### config.mk
export PLATFORM = sky130hd
export DESIGN_NAME = bcd_stopwatch_multi_flat
export DESIGN_NICKNAME = d
export VERILOG_FILES = /design/src/rtl/bcd_stopwatch_multi_pkg.sv /design/src/rtl/bcd_stopwatch_multi_if.sv /design/src/rtl/bcd_stopwatch_multi_digit_cell.sv /design/src/rtl/bcd_stopwatch_multi.sv /design/src/flat_wrapper.sv
export SDC_FILE = /design/constraint.sdc
export NUM_CORES = 1
export LEC_CHECK = 0
export BUFFER_PORTS_ARGS = -buffer_cell sky130_fd_sc_hd__buf_2
export CAP_MARGIN = 20
export CELL_PAD_IN_SITES_DETAIL_PLACEMENT = 1
export CELL_PAD_IN_SITES_GLOBAL_PLACEMENT = 1
export CORE_MARGIN = 2
export CORE_UTILIZATION = 48
export CTS_CLUSTER_DIAMETER = 200
export DETAILED_ROUTE_END_ITERATION = 7
export GPL_TIMING_DRIVEN = 0
export HOLD_SLACK_MARGIN = 0.15
export PLACE_DENSITY_LB_ADDON = 0.1
export RECOVER_POWER = 100
export SYNTH_ARGS = -nofsm -noshare
export SYNTH_HDL_FRONTEND = slang
export SYNTH_SLANG_ARGS = --single-unit
### constraint.sdc
create_clock -name clk -period 5.35 [get_ports clk]
set_clock_uncertainty 0.2 [all_clocks]
set_input_delay 0.535 -clock clk [delete_from_list [all_inputs] [get_ports clk]]
set_output_delay 0.535 -clock clk [all_outputs]
set_load 0.03 [all_outputs]
### src/rtl/bcd_stopwatch_multi_pkg.sv
// Shared types and helpers for the multi-digit BCD stopwatch.
// Holds the FSM state encoding, BCD digit constants and the preset clamp.
package bcd_sw_pkg;

  localparam int BCD_W = 4;
  localparam logic [BCD_W-1:0] BCD_MAX = 4'd9;

  typedef enum logic [1:0] {
    ST_IDLE  = 2'd0,
    ST_RUN   = 2'd1,
    ST_PAUSE = 2'd2,
    ST_DONE  = 2'd3
  } sw_state_t;

  // Nibbles above 9 are forced to 9 so every digit stays legal BCD.
  function automatic logic [BCD_W-1:0] bcd_clamp(input logic [BCD_W-1:0] v);
    return (v > BCD_MAX) ? BCD_MAX : v;
  endfunction

endpackage

### src/rtl/bcd_stopwatch_multi_if.sv
// Key/preset inputs and display/status outputs of the stopwatch.
// master = key pulse generators side, slave = stopwatch core.
interface bcd_stopwatch_multi_if
  import bcd_sw_pkg::*;
#(
  parameter int DIGITS = 4
);

  logic                      key_rst_en;
  logic                      key_ps_en;
  logic                      key_lap_en;
  logic                      mode_down;
  logic [BCD_W*DIGITS-1:0]   preset_in;
  logic [BCD_W*DIGITS-1:0]   digits_out;
  logic                      running;
  logic                      lap_active;
  logic                      ovf;
  logic                      done;

  modport master (
    output key_rst_en,
    output key_ps_en,
    output key_lap_en,
    output mode_down,
    output preset_in,
    input  digits_out,
    input  running,
    input  lap_active,
    input  ovf,
    input  done
  );

  modport slave (
    input  key_rst_en,
    input  key_ps_en,
    input  key_lap_en,
    input  mode_down,
    input  preset_in,
    output digits_out,
    output running,
    output lap_active,
    output ovf,
    output done
  );

endinterface

### src/rtl/bcd_stopwatch_multi_digit_cell.sv
// One BCD digit of the counter chain: synchronous load (clamped) or an
// up/down step gated by the carry/borrow coming from the lower digit.
module bcd_digit_cell
  import bcd_sw_pkg::*;
(
  input  logic             clk,
  input  logic             rst_n,
  input  logic             load,
  input  logic [BCD_W-1:0] load_val,
  input  logic             step,
  input  logic             down,
  input  logic             cin,
  output logic             cout,
  output logic [BCD_W-1:0] q
);

  logic [BCD_W-1:0] q_q;
  logic [BCD_W-1:0] q_d;
  logic             at_edge;

  // at_edge marks the digit value that rolls over and propagates to the next digit.
  always_comb begin
    at_edge = down ? (q_q == '0) : (q_q == BCD_MAX);
    cout    = cin && at_edge;
    q_d     = q_q;
    if (load) begin
      q_d = bcd_clamp(load_val);
    end else if (step && cin) begin
      if (down) begin
        q_d = at_edge ? BCD_MAX : (q_q - BCD_W'(1));
      end else begin
        q_d = at_edge ? '0 : (q_q + BCD_W'(1));
      end
    end
  end

  always_ff @(posedge clk or negedge rst_n) begin
    if (!rst_n) begin
      q_q <= '0;
    end else begin
      q_q <= q_d;
    end
  end

  assign q = q_q;

endmodule

### src/rtl/bcd_stopwatch_multi.sv
// N-digit BCD up/down stopwatch with tick prescaler, lap freeze and
// countdown-done pulse; drives the packed digit bus for the 7-seg scanner.
module bcd_stopwatch_multi
  import bcd_sw_pkg::*;
#(
  parameter int DIGITS   = 4,
  parameter int TICK_DIV = 10,
  parameter int UP_WRAP  = 1
) (
  input logic                  clk,
  input logic                  rst_n,
  bcd_stopwatch_multi_if.slave bus
);

  localparam int               CNT_W     = BCD_W * DIGITS;
  localparam int               PSC_W     = (TICK_DIV > 1) ? $clog2(TICK_DIV) : 1;
  localparam logic [PSC_W-1:0] PSC_LAST  = PSC_W'(TICK_DIV - 1);

  sw_state_t        state_q, state_d;
  logic [PSC_W-1:0] psc_q, psc_d;
  logic             mode_q, mode_d;
  logic [CNT_W-1:0] lap_q, lap_d;
  logic             lap_active_q, lap_active_d;
  logic             ovf_q, ovf_d;
  logic             done_q, done_d;

  logic [CNT_W-1:0] count;
  logic [CNT_W-1:0] load_vec;
  logic [DIGITS:0]  chain;
  logic             cnt_load;
  logic             cnt_zero;
  logic             cnt_step;
  logic             tick;
  logic             at_limit;
  logic             at_one;

  assign chain[0] = 1'b1;
  assign load_vec = cnt_zero ? '0 : bus.preset_in;

  for (genvar i = 0; i < DIGITS; i++) begin : g_digit
    bcd_digit_cell u_cell (
      .clk      (clk),
      .rst_n    (rst_n),
      .load     (cnt_load),
      .load_val (load_vec[i*BCD_W +: BCD_W]),
      .step     (cnt_step),
      .down     (mode_q),
      .cin      (chain[i]),
      .cout     (chain[i+1]),
      .q        (count[i*BCD_W +: BCD_W])
    );
  end

  // The end of the chain is high at all-9s counting up or all-0s counting down.
  assign at_limit = chain[DIGITS];
  assign at_one   = (count == CNT_W'(1));
  assign tick     = (state_q == ST_RUN) && (psc_q == PSC_LAST);

  always_comb begin
    state_d      = state_q;
    psc_d        = psc_q;
    mode_d       = mode_q;
    lap_d        = lap_q;
    lap_active_d = lap_active_q;
    ovf_d        = ovf_q;
    done_d       = 1'b0;
    cnt_load     = 1'b0;
    cnt_zero     = 1'b0;
    cnt_step     = 1'b0;

    if (bus.key_rst_en) begin
      state_d      = ST_IDLE;
      psc_d        = '0;
      lap_active_d = 1'b0;
      ovf_d        = 1'b0;
      cnt_load     = 1'b1;
      cnt_zero     = 1'b1;
    end else begin
      unique case (state_q)
        ST_IDLE: begin
          mode_d       = bus.mode_down;
          cnt_load     = 1'b1;
          cnt_zero     = !bus.mode_down;
          ovf_d        = 1'b0;
          lap_active_d = 1'b0;
          if (bus.key_ps_en) begin
            psc_d = '0;
            if (bus.mode_down && (bus.preset_in == '0)) begin
              state_d = ST_DONE;
              done_d  = 1'b1;
            end else begin
              state_d = ST_RUN;
            end
          end
        end
        ST_RUN: begin
          psc_d = tick ? '0 : (psc_q + PSC_W'(1));
          if (bus.key_ps_en) begin
            state_d = ST_PAUSE;
          end
          // Reaching zero in down mode overrides a simultaneous pause.
          if (tick) begin
            if (!mode_q) begin
              if (at_limit) begin
                ovf_d    = 1'b1;
                cnt_step = (UP_WRAP != 0);
              end else begin
                cnt_step = 1'b1;
              end
            end else if (!at_limit) begin
              cnt_step = 1'b1;
              if (at_one) begin
                state_d = ST_DONE;
                done_d  = 1'b1;
              end
            end
          end
        end
        ST_PAUSE: begin
          if (bus.key_ps_en) begin
            state_d = ST_RUN;
          end
        end
        ST_DONE: begin
          state_d = ST_DONE;
        end
        default: begin
          state_d = ST_IDLE;
        end
      endcase

      if (bus.key_lap_en && ((state_q == ST_RUN) || (state_q == ST_PAUSE))) begin
        if (lap_active_q) begin
          lap_active_d = 1'b0;
        end else begin
          lap_d        = count;
          lap_active_d = 1'b1;
        end
      end
    end
  end

  always_ff @(posedge clk or negedge rst_n) begin
    if (!rst_n) begin
      state_q      <= ST_IDLE;
      psc_q        <= '0;
      mode_q       <= 1'b0;
      lap_q        <= '0;
      lap_active_q <= 1'b0;
      ovf_q        <= 1'b0;
      done_q       <= 1'b0;
    end else begin
      state_q      <= state_d;
      psc_q        <= psc_d;
      mode_q       <= mode_d;
      lap_q        <= lap_d;
      lap_active_q <= lap_active_d;
      ovf_q        <= ovf_d;
      done_q       <= done_d;
    end
  end

  assign bus.digits_out = lap_active_q ? lap_q : count;
  assign bus.running    = (state_q == ST_RUN);
  assign bus.lap_active = lap_active_q;
  assign bus.ovf        = ovf_q;
  assign bus.done       = done_q;

endmodule

### src/flat_wrapper.sv
// flat-port wrapper written by rule: the top's interface ports become plain ports
module bcd_stopwatch_multi_flat import bcd_sw_pkg::*;
#(
  parameter int DIGITS   = 4,
  parameter int TICK_DIV = 10,
  parameter int UP_WRAP  = 1
)
  (clk, rst_n, bus_key_rst_en, bus_key_ps_en, bus_key_lap_en, bus_mode_down, bus_preset_in, bus_digits_out, bus_running, bus_lap_active, bus_ovf, bus_done);
  bcd_stopwatch_multi_if #(.DIGITS(DIGITS)) bus_i ();
  input logic clk;
  input logic rst_n;
  input wire logic [$bits(bus_i.key_rst_en)-1:0] bus_key_rst_en;
  input wire logic [$bits(bus_i.key_ps_en)-1:0] bus_key_ps_en;
  input wire logic [$bits(bus_i.key_lap_en)-1:0] bus_key_lap_en;
  input wire logic [$bits(bus_i.mode_down)-1:0] bus_mode_down;
  input wire logic [$bits(bus_i.preset_in)-1:0] bus_preset_in;
  output wire logic [$bits(bus_i.digits_out)-1:0] bus_digits_out;
  output wire logic [$bits(bus_i.running)-1:0] bus_running;
  output wire logic [$bits(bus_i.lap_active)-1:0] bus_lap_active;
  output wire logic [$bits(bus_i.ovf)-1:0] bus_ovf;
  output wire logic [$bits(bus_i.done)-1:0] bus_done;
  assign bus_i.key_rst_en = bus_key_rst_en;
  assign bus_i.key_ps_en = bus_key_ps_en;
  assign bus_i.key_lap_en = bus_key_lap_en;
  assign bus_i.mode_down = bus_mode_down;
  assign bus_i.preset_in = bus_preset_in;
  assign bus_digits_out = bus_i.digits_out;
  assign bus_running = bus_i.running;
  assign bus_lap_active = bus_i.lap_active;
  assign bus_ovf = bus_i.ovf;
  assign bus_done = bus_i.done;
  bcd_stopwatch_multi #(.DIGITS(DIGITS), .TICK_DIV(TICK_DIV), .UP_WRAP(UP_WRAP)) u_core (.clk(clk), .rst_n(rst_n), .bus(bus_i));
endmodule
==> out/summary.txt <==
mean cell area of the mapped netlist: 8.925 um2
total nets after synthesis: 405
element type at the critical path end: flop
launch point of the worst reg-to-reg path: u_core.state_q[1]
total grt overflow: 0
CTS H-tree depth: 2
total of endpoints with negative setup slack in the final report: 0
Antenna Violating Nets Remaining: 0
failing checks: design-rule violations, max-capacitance violations, max-slew violations
CTS root buffer: sky130_fd_sc_hd__clkbuf_8
Clk pin slew, worst setup/hold paths: 0.09 ns
count of cells resized by post-cts repair: 0
IO buf count: 41
Total Nets Final: 453
synthesized instance count: 360
hold_buf cts: 0
achievable clock frequency: 0.3475 GHz
count of vias placed by the detailed router: 3014
number of synthesis warnings: 0
number of fill cells: 801
worst reg2reg path depth: 8
minimum period implied by the final worst setup slack: 2.878 ns
initial drt markers: 200
average wire per standard cell: 20.33 um
critical path data required time: 5.39 ns
die outline height: 85.82 um
latest clock arrival within the worst-skew pair: 0.30 ns
Top-Level Pins: 42
maximum clock path buffer count: 2
sequential cell area: 1051 um2
area of the die: 7364 um2
core area: 6422 um2
remaining design rule violation count: 2
flip-flop and latch count after synthesis: 42
slew at the pin closest to its max-slew limit: 2.417 ns
leading cell types in the layout, fill and taps excluded: sky130_fd_sc_hd__dfrtp_1 (42), sky130_fd_sc_hd__clkbuf_1 (33), sky130_fd_sc_hd__o21ai_0 (32)
power density over the cells: 562.9 nW/um2
final antenna diode count: 0
total iterations of the first detailed-routing run: 7
maximum number of pins on one net before global-route repair: 43
Max Transition Viols Final: 43
sum of net half-perimeters after detailed placement: 7.445 mm
nature of the critical path startpoint: flop
routed wire length: 9.879 mm
Hold/Removal Path Class: primary input to flop
highest ir drop seen on vdd: 292.5 uV
number of clock buffers inserted by TritonCTS: 5
total area of multi-input combinational cells: 1992 um2
part of the Yosys area used for sequential elements: 32.71%
Crit Reg-Reg Endpoint: u_core.g_digit[2].u_cell.q[0]
worst-path fanout max: 9
die width: 85.82 um
Period Utilization, post-route: 53.79%
cell type with the highest aggregate area in the netlist: sky130_fd_sc_hd__dfrtp_1
hold path start: bus_preset_in[5]
cell depth of the worst min-delay path: 3
vias in the first global route: 3240
effective utilization at floorplan: 50.03%
run status: complete, but fails checks
hold slack final: 0.3000 ns
top cell type's share of synthesized area: 32.71%
average vias per placed instance: 6.202
area of the mapped netlist: 3213 um2
R2R Setup Slk: 2.47 ns
number of setup buffers added after CTS: 0
final RePlAce weighted congestion: 0.8943
overall routing resource usage: 28.82%
Std-Cell Rows: 29
Netlist cell types: 60
signed area change from the synthesized netlist to the final layout: 11.53%
max-capacitance violation count: 1
leakage power: 1.554 nW
max_slew headroom: -61.12%
Post-Layout Cell Count: 486
Sink Count: 42
end point of the worst hold path: u_core.g_digit[1].u_cell.q[1]
Setup Total Neg Slack: 0 ns
type of the worst setup path: flop to flop
Worst Path Arrival: 2.92 ns
main area contributors after synthesis: sky130_fd_sc_hd__dfrtp_1 (33%), sky130_fd_sc_hd__mux2_2 (10%), sky130_fd_sc_hd__ha_1 (9.0%)
most used flip-flop cell after synthesis: sky130_fd_sc_hd__dfrtp_1
count of final hold-check violations: 0
placed instance count: 478
EDFF count, synth: 0
first-pass GRT wire length: 16.55 mm
clock tree from TritonCTS: done
layout cells sized above 1: 17.36%
FFs w/ async S/R, synth: 100.0%
unrepaired setup endpoints after global routing: no
initial antenna violation count: 0
most common cell after layout, fill and taps aside: sky130_fd_sc_hd__dfrtp_1
## per-layer routing
metal / vias up / global-route usage, % / routed length (um)
li1: 1402 / - / -
met1: 1497 / 40.66 / 4576
met2: 99 / 46.59 / 4693
met3: 16 / 4.042 / 432
met4: 0 / 7.792 / 176
met5: - / 0 / 0
## kinds of logic (layout without fill, tap and decap cells)
| family | Yosys count | count (layout) | synth area share (%) |
|---|---|---|---|
| muxes | 35 | 35 | 12.03 |
| buffers and inverters | 41 | 90 | 5.179 |
| DFF | 42 | 42 | 32.71 |
| adders and majority gates | 23 | 23 | 8.957 |
| xor gates and xnor gates | 3 | 3 | 0.8179 |
| AOI/OAI and AO/OA | 89 | 89 | 17.72 |
| and+or+nand+nor | 127 | 127 | 22.59 |
## worst max-delay path: stages, from the launching register on
cell,delay [ns]
sky130_fd_sc_hd__dfrtp_1,0.45
sky130_fd_sc_hd__inv_1,0.12
sky130_fd_sc_hd__ha_1,0.15
sky130_fd_sc_hd__clkbuf_1,0.37
sky130_fd_sc_hd__inv_1,0.17
sky130_fd_sc_hd__nor3b_1,0.83
sky130_fd_sc_hd__o21ai_0,0.19
sky130_fd_sc_hd__o311ai_0,0.14
sky130_fd_sc_hd__mux2_2,0.21
## metrics by stage
| step | total power [mW] | area [um2] | setup WS (ns) | utilization [%] |
|---|---|---|---|---|
| 2_1_floorplan | 1.434 | 3213 | 2.827 | - |
| 3_3_place_gp | 1.735 | 3515 | 2.642 | 54.72 |
| 3_5_place_dp | 1.804 | 3515 | 2.557 | 54.72 |
| 4_1_cts | 2.034 | 3610 | 2.518 | 56.20 |
| 5_1_grt | 2.176 | 3583 | 2.240 | 55.80 |
| 6_report | 2.017 | 3583 | 2.472 | 55.80 |
## worst max-delay path by stage
stage	slack, ns	end	cells past startpoint	startpoint
after CTS	2.52	u_core.g_digit[2].u_cell.q[0]	8	u_core.state_q[1]
after detailed placement	2.56	u_core.g_digit[2].u_cell.q[0]	8	u_core.state_q[1]
after global routing	2.24	u_core.g_digit[2].u_cell.q[0]	8	u_core.state_q[1]
final	2.47	u_core.g_digit[2].u_cell.q[0]	8	u_core.state_q[1]
after global placement	2.64	u_core.g_digit[2].u_cell.q[0]	8	u_core.state_q[1]
after floorplan	2.83	u_core.state_q[0]	8	u_core.state_q[1]
## area by class of cell
class,instances,area share (%)
plain buffers,21,2.549
clock buffers,6,2.304
clock inverters,2,0.3492
inverters,20,2.095
multi-input cells,277,55.59
flip-flops and latches,42,29.33
well taps,77,2.689
repair buffers,41,5.098
## cell usage after synthesis (all sizes together) (3+ instances only)
library cell / number
ha: 23
o21ai: 32
o311ai: 4
nor2: 21
nand2b: 6
nor4bb: 4
or4: 5
or2: 4
a32oi: 5
a21oi: 18
clkbuf: 13
and4bb: 3
dfrtp: 42
and2: 5
mux2: 29
buf: 8
o21bai: 3
nand3b: 8
a31oi: 3
nor4b: 3
nand3: 11
mux2i: 6
nor3: 11
nand2: 32
inv: 19
## registers in the layout, indices dropped and copies added, names as in the netlist
| name | count |
|---|---|
| u_core.bus.lap_active | 1 |
| u_core.bus.done | 1 |
| u_core.bus.ovf | 1 |
| u_core.mode_q | 1 |
| u_core.g_digit.u_cell.q | 16 |
| u_core.psc_q | 4 |
| u_core.state_q | 2 |
| u_core.lap_q | 16 |
## report_power, final
group	internal [mW]	total [mW]	switching (mW)
registers	0.433	0.533	0.100
clock network	0.104	0.221	0.118
logic	0.463	1.26	0.800
Power figures use the tool's default switching activity.
